File: src/rtl/pe_comp_sched.sv
// Per-PE computation scheduler: for each accepted input activation it issues
// one address-stage slot per output row owned by this PE.
module pe_comp_sched #(
    parameter int ADDR_W   = 12,
    parameter int ACT_NO_W = 6,
    parameter int RANK_W   = 5,
    parameter int DATA_W   = 16,
    parameter int TRUNC_W  = 4
) (
    input  logic                clk,
    input  logic                rst,
    input  logic                cfg_valid,
    input  logic [1:0]          cfg_mode,
    input  logic [ACT_NO_W-1:0] cfg_row_no,
    input  logic [ADDR_W-1:0]   cfg_col_dim,
    input  logic [RANK_W-1:0]   cfg_rank,
    input  logic [ACT_NO_W-1:0] cfg_in_act_no,
    input  logic [TRUNC_W-1:0]  cfg_trunc,
    input  logic                act_valid,
    output logic                act_ready,
    input  logic [ADDR_W-1:0]   act_idx,
    input  logic [DATA_W-1:0]   act_value,
    input  logic                act_last,
    input  logic                stall,
    output logic [1:0]          comp_en,
    output logic [ACT_NO_W-1:0] out_act_addr,
    output logic [ADDR_W-1:0]   in_act_idx,
    output logic [DATA_W-1:0]   in_act_value,
    output logic [ADDR_W-1:0]   col_dim,
    output logic [RANK_W-1:0]   rank_no,
    output logic [ACT_NO_W-1:0] in_act_no,
    output logic [TRUNC_W-1:0]  trunc_amount,
    output logic                busy,
    output logic                done
);

    localparam logic [1:0] S_IDLE  = 2'd0;
    localparam logic [1:0] S_WAIT  = 2'd1;
    localparam logic [1:0] S_ISSUE = 2'd2;
    localparam logic [1:0] S_DONE  = 2'd3;

    logic [1:0]          state_q, state_d;
    logic [1:0]          mode_q, mode_d;
    logic [ACT_NO_W-1:0] row_no_q, row_no_d;
    logic [ADDR_W-1:0]   col_dim_q, col_dim_d;
    logic [RANK_W-1:0]   rank_q, rank_d;
    logic [ACT_NO_W-1:0] in_act_no_q, in_act_no_d;
    logic [TRUNC_W-1:0]  trunc_q, trunc_d;
    logic [ACT_NO_W-1:0] row_cnt_q, row_cnt_d;
    logic [ADDR_W-1:0]   idx_q, idx_d;
    logic [DATA_W-1:0]   value_q, value_d;
    logic                last_q, last_d;

    logic issue_fire;
    logic last_row;
    logic act_hs;

    assign issue_fire = (state_q == S_ISSUE) && !stall;
    assign last_row   = (row_cnt_q == row_no_q - ACT_NO_W'(1));
    assign act_ready  = (state_q == S_WAIT) || (issue_fire && last_row && !last_q);
    assign act_hs     = act_valid && act_ready;

    always_comb begin
        state_d     = state_q;
        mode_d      = mode_q;
        row_no_d    = row_no_q;
        col_dim_d   = col_dim_q;
        rank_d      = rank_q;
        in_act_no_d = in_act_no_q;
        trunc_d     = trunc_q;
        row_cnt_d   = row_cnt_q;
        idx_d       = idx_q;
        value_d     = value_q;
        last_d      = last_q;

        if (act_hs) begin
            idx_d   = act_idx;
            value_d = act_value;
            last_d  = act_last;
        end

        case (state_q)
            S_IDLE: begin
                if (cfg_valid && (cfg_mode != 2'd0)) begin
                    mode_d      = cfg_mode;
                    row_no_d    = cfg_row_no;
                    col_dim_d   = cfg_col_dim;
                    rank_d      = cfg_rank;
                    in_act_no_d = cfg_in_act_no;
                    trunc_d     = cfg_trunc;
                    state_d     = S_WAIT;
                end
            end
            S_WAIT: begin
                if (act_hs) begin
                    if (row_no_q != '0) begin
                        row_cnt_d = '0;
                        state_d   = S_ISSUE;
                    end else if (act_last) begin
                        state_d = S_DONE;
                    end
                end
            end
            S_ISSUE: begin
                // The counter parks on the last row so the address holds after the burst.
                if (issue_fire) begin
                    if (!last_row) begin
                        row_cnt_d = row_cnt_q + ACT_NO_W'(1);
                    end else if (last_q) begin
                        state_d = S_DONE;
                    end else if (act_hs) begin
                        row_cnt_d = '0;
                    end else begin
                        state_d = S_WAIT;
                    end
                end
            end
            default: begin
                state_d = S_IDLE;
            end
        endcase
    end

    always_ff @(posedge clk or posedge rst) begin
        if (rst) begin
            state_q     <= S_IDLE;
            mode_q      <= '0;
            row_no_q    <= '0;
            col_dim_q   <= '0;
            rank_q      <= '0;
            in_act_no_q <= '0;
            trunc_q     <= '0;
            row_cnt_q   <= '0;
            idx_q       <= '0;
            value_q     <= '0;
            last_q      <= 1'b0;
        end else begin
            state_q     <= state_d;
            mode_q      <= mode_d;
            row_no_q    <= row_no_d;
            col_dim_q   <= col_dim_d;
            rank_q      <= rank_d;
            in_act_no_q <= in_act_no_d;
            trunc_q     <= trunc_d;
            row_cnt_q   <= row_cnt_d;
            idx_q       <= idx_d;
            value_q     <= value_d;
            last_q      <= last_d;
        end
    end

    assign comp_en      = issue_fire ? mode_q : 2'd0;
    assign out_act_addr = row_cnt_q;
    assign in_act_idx   = idx_q;
    assign in_act_value = value_q;
    assign col_dim      = col_dim_q;
    assign rank_no      = rank_q;
    assign in_act_no    = in_act_no_q;
    assign trunc_amount = trunc_q;
    assign busy         = (state_q != S_IDLE);
    assign done         = (state_q == S_DONE);

endmodule

File: config.mk
export PLATFORM = sky130hd
export DESIGN_NAME = pe_comp_sched
export DESIGN_NICKNAME = d
export VERILOG_FILES = /design/src/rtl/pe_comp_sched.sv
export SDC_FILE = /design/constraint.sdc
export NUM_CORES = 1
export LEC_CHECK = 0
export ABC_CLOCK_PERIOD_IN_PS = 2700
export CAP_MARGIN = 25
export CORE_ASPECT_RATIO = 2
export CORE_MARGIN = 8
export CORE_UTILIZATION = 38
export CTS_CLUSTER_SIZE = 40
export DETAILED_ROUTE_END_ITERATION = 12
export PLACE_DENSITY_LB_ADDON = 0.12
export SYNTH_ARGS = -nofsm -noshare
export SYNTH_HDL_FRONTEND = slang
export SYNTH_SLANG_ARGS = --single-unit
File: constraint.sdc
create_clock -name clk -period 2.7 [get_ports clk]
set_clock_uncertainty 0.2 [all_clocks]
set_input_delay 0.675 -clock clk [delete_from_list [all_inputs] [get_ports clk]]
set_output_delay 0.675 -clock clk [all_outputs]
set_load 0.02 [all_outputs]
==> results.toml, run 1 <==
[status]
status = "finished with violations"
violations = "negative setup slack"

[cts]
holdBufCountCts = 0
clock-sinks = 72
numCtsBuffers = 9
htreeDepth = 3
cts.reportedPaths.clkPinSlew_ns = 0.06
cts_root_buf = "clkbuf_16"
cts_tree = "done"
clockBufferDepth = 2
clk_latency_ns = 0.32

[drt]
vias_per_cell = 4.92
drtIter0Drc = 77
num_vias = 2482
drtAntennaViolNets = 0
firstDrtPassIters = 4
drcViolationCount = 0
wl_um = 9550
wl_per_cell_um = 18.9

[sta]
fin_crit_sh = 1.14
slew_violations = 0
timing_hold_violations_final = 0
post-route-min-period_ns = 3.07
clock.fmax_mhz = 326
setup_viol = 18
slew_headroom = 0.652
grt_setup_unrepaired = "yes"
fin_ws_ns = -0.366
holdWs_ns = 0.299
tightest_slew_ns = 0.520

[power_and_ir_drop]
swShare = 0.350
clkPwrFrac = 0.192
power_density_mw_per_mm2 = 1280
p_seq_frac = 0.287
ir_drop_mv = 0.706
p_comb_frac = 0.521
p_leak_nw = 2.28
p_sw_mw = 2.37
finalPower_mw = 6.78
intPower_mw = 4.40

[synthesis]
synth_edf_count = 0
yosysTopAreaCellShare = 0.568
yosys.area.top_type = "dfrtp_1"
synth-main-ff-cell = "dfrtp_1"
syn_nets = 304
synth.distinct_cells = 37
synth_seq_cells = 72
synth_area_sq_mm = 0.00317
async_flop_share = 1.00
syn_inst = 233
synth_warnings = 0
synth_area_leaders = "dfrtp_1, mux2_2, mux2_4"
avgSynthCellArea_sq_um = 13.6
seq_area_frac_synth = 0.568

[floorplanning]
fp.dieH_um = 145
die-area_sq_mm = 0.0117
die_w_um = 80.6
rows = 47
io_pins = 135
initial_utilization = 0.388
core_area_sq_mm = 0.00817

[layout]
drive_gt1_frac = 0.320
final_area_sq_mm = 0.00531
fin_util = 0.650
multi_input_area_sq_mm = 0.00135
nNetsFinal = 472
area_delta_synth_final_pct = 67.5
antenna_cells = 0
regArea_sq_mm = 0.00180
filler_cell_count = 684

[placed_design]
gp_congestion = 0.801
io_buffers = 134
dp_hpwl_um = 7140
dp_slack_ns = -0.790
placed_area_sq_mm = 0.00483

[min_path]
hold_class = "reg -> reg"

[setup_path]
worstPathMaxFanout = 7
critPathKind = "reg -> out"
slowest_stage = "dfrtp_1"
start_kind = "register"
cp.required_ns = 1.82
critPathCaptureType = "primary output"
crit_buf_inv = 1
critPathMaxStageDelay_ns = 0.54
critPathArrivalTime_ns = 2.19
cp_top_family = "compound AO/OA/AOI/OAI gates"
crit_chain = "nand2b_1, a21oi_2, a311o_1, a2111oi_4, or2_4, buf_6"

[job]
cap_violations = 0

[global_routing]
grt_max_degree = 67
grtUsageTotal = 0.165
antenna_found_initial = 0
grt_pass1_vias = 2721
grt_pass1_wl_um = 14600
overflow = 0
-- power by group through the flow --
stage	sequential [mW]	clock, mW	combinational, mW
3_3_place_gp	1.92	0	3.34
6_report	1.95	1.30	3.53
5_1_grt	2.02	1.37	3.73
4_1_cts	1.95	1.33	3.46
3_5_place_dp	1.95	0	3.38
2_1_floorplan	2.51	0	1.18
-- cell usage after synthesis, types with 2 or more instances --
master     n
inv_1      8
or2_2      4
a31oi_1    2
nor3_1     4
ha_1       2
clkbuf_1   6
buf_6      2
mux2i_1    3
nand2_1    7
nor2_1     8
nand3_1    7
a22oi_1    2
a21oi_1    8
nand2b_1   3
a32oi_1    2
mux2_4     9
o21ai_0    5
xnor2_1    4
dfrtp_1   72
mux2_2    54
xor2_1     2
nor4_1     2
and2_1     3
-- kinds of logic after synthesis --
family / Yosys count / share of synthesized area
xor gates and xnor gates: 6 / 0.0166
muxes: 66 / 0.244
and+or+nand+nor: 44 / 0.0793
adders and majority gates: 2 / 0.00789
buffers and inverters: 17 / 0.0252
DFF: 72 / 0.568
AOI/OAI and AO/OA: 26 / 0.0592
-- registers in the layout, indices dropped and copies added (netlist names) --
signal,cells
mode_q,2
trunc_amount,4
in_act_idx,12
out_act_addr,6
row_no_q,6
state_q,2
rank_no,5
last_q,1
in_act_no,6
in_act_value,16
col_dim,12
-- layer usage --
metal | global-route usage | share of wire | vias to the layer above
met3 | 0.0551 | 0.072 | 21
met2 | 0.282 | 0.54 | 93
li1 | - | - | 1163
met5 | 0 | 0 | -
met4 | 0.0899 | 0.031 | 0
met1 | 0.166 | 0.36 | 1205
-- area by class of cell --
class | instances | share of cell area
clock buffer | 11 | 0.0476
clock inverter | 5 | 0.0148
inverter | 8 | 0.00565
multi-input combinational | 144 | 0.254
sequential | 72 | 0.339
tap | 98 | 0.0231
timing repair buffer | 166 | 0.316
-- cells in the final DEF, fill, tap and decap left out, types with 2 or more instances in the layout --
| master | Yosys | layout |
|---|---|---|
| clkdlybuf4s50_1 | 0 | 131 |
| mux2_2 | 54 | 53 |
| inv_1 | 8 | 5 |
| o21ai_0 | 5 | 5 |
| dfrtp_1 | 72 | 72 |
| nor4_1 | 2 | 2 |
| mux2_4 | 9 | 10 |
| xor2_1 | 2 | 2 |
| mux2i_1 | 3 | 3 |
| clkbuf_8 | 0 | 2 |
| buf_6 | 2 | 5 |
| or2_2 | 4 | 3 |
| a31oi_1 | 2 | 2 |
| nor2_1 | 8 | 7 |
| buf_4 | 0 | 22 |
| a32oi_1 | 2 | 2 |
| a22oi_1 | 2 | 2 |
| xnor2_1 | 4 | 4 |
| buf_12 | 0 | 4 |
| clkbuf_16 | 0 | 11 |
| and2_1 | 3 | 3 |
| nor3_1 | 4 | 4 |
| clkinv_2 | 0 | 2 |
| nand2b_1 | 3 | 2 |
| bufinv_16 | 0 | 2 |
| inv_2 | 0 | 3 |
| a21oi_1 | 8 | 7 |
| nand3_1 | 7 | 6 |
| nand2_1 | 7 | 7 |
-- path summary, 6_finish.rpt --
path / from / end / slack, ns / cells past startpoint
worst max register to register: row_no_q[2]$_DFFE_PP0P_ / in_act_value[13]$_DFFE_PP0P_ / -0.02 / 8
worst max-delay path: row_no_q[2]$_DFFE_PP0P_ / act_ready / -0.37 / 6
worst min register to register: in_act_value[10]$_DFFE_PP0P_ / in_act_value[10]$_DFFE_PP0P_ / 0.30 / 1
min in group asynchronous: rst / trunc_amount[2]$_DFFE_PP0P_ / 0.36 / 2
worst min-delay path: in_act_value[10]$_DFFE_PP0P_ / in_act_value[10]$_DFFE_PP0P_ / 0.30 / 1
max in group asynchronous: rst / last_q$_DFFE_PP0P_ / 1.34 / 3
-- per-stage QoR --
| stage | instances | TNS, ns |
|---|---|---|
| floorplan | 233 | 0 |
| global placement | 481 | -2.31 |
| detailed placement | 481 | -3.36 |
| CTS | 500 | -0.397 |
| global route | 504 | -2.80 |
| finish | 504 | -0.520 |
-- repair_timing --
item,in CTS,in global routing
pin swaps,5,6
gates cloned,0,3
setup buffers,3,2
gates resized for setup,17,11
setup endpoints to repair,3,31
(Power assumes the default switching activity.)
==> inputs of run 2 (changes only) <==
SLEW_MARGIN = 20   (was default)
==> results of run 2 <==
Final layout, timing and power as in run 1 (identical DEF).
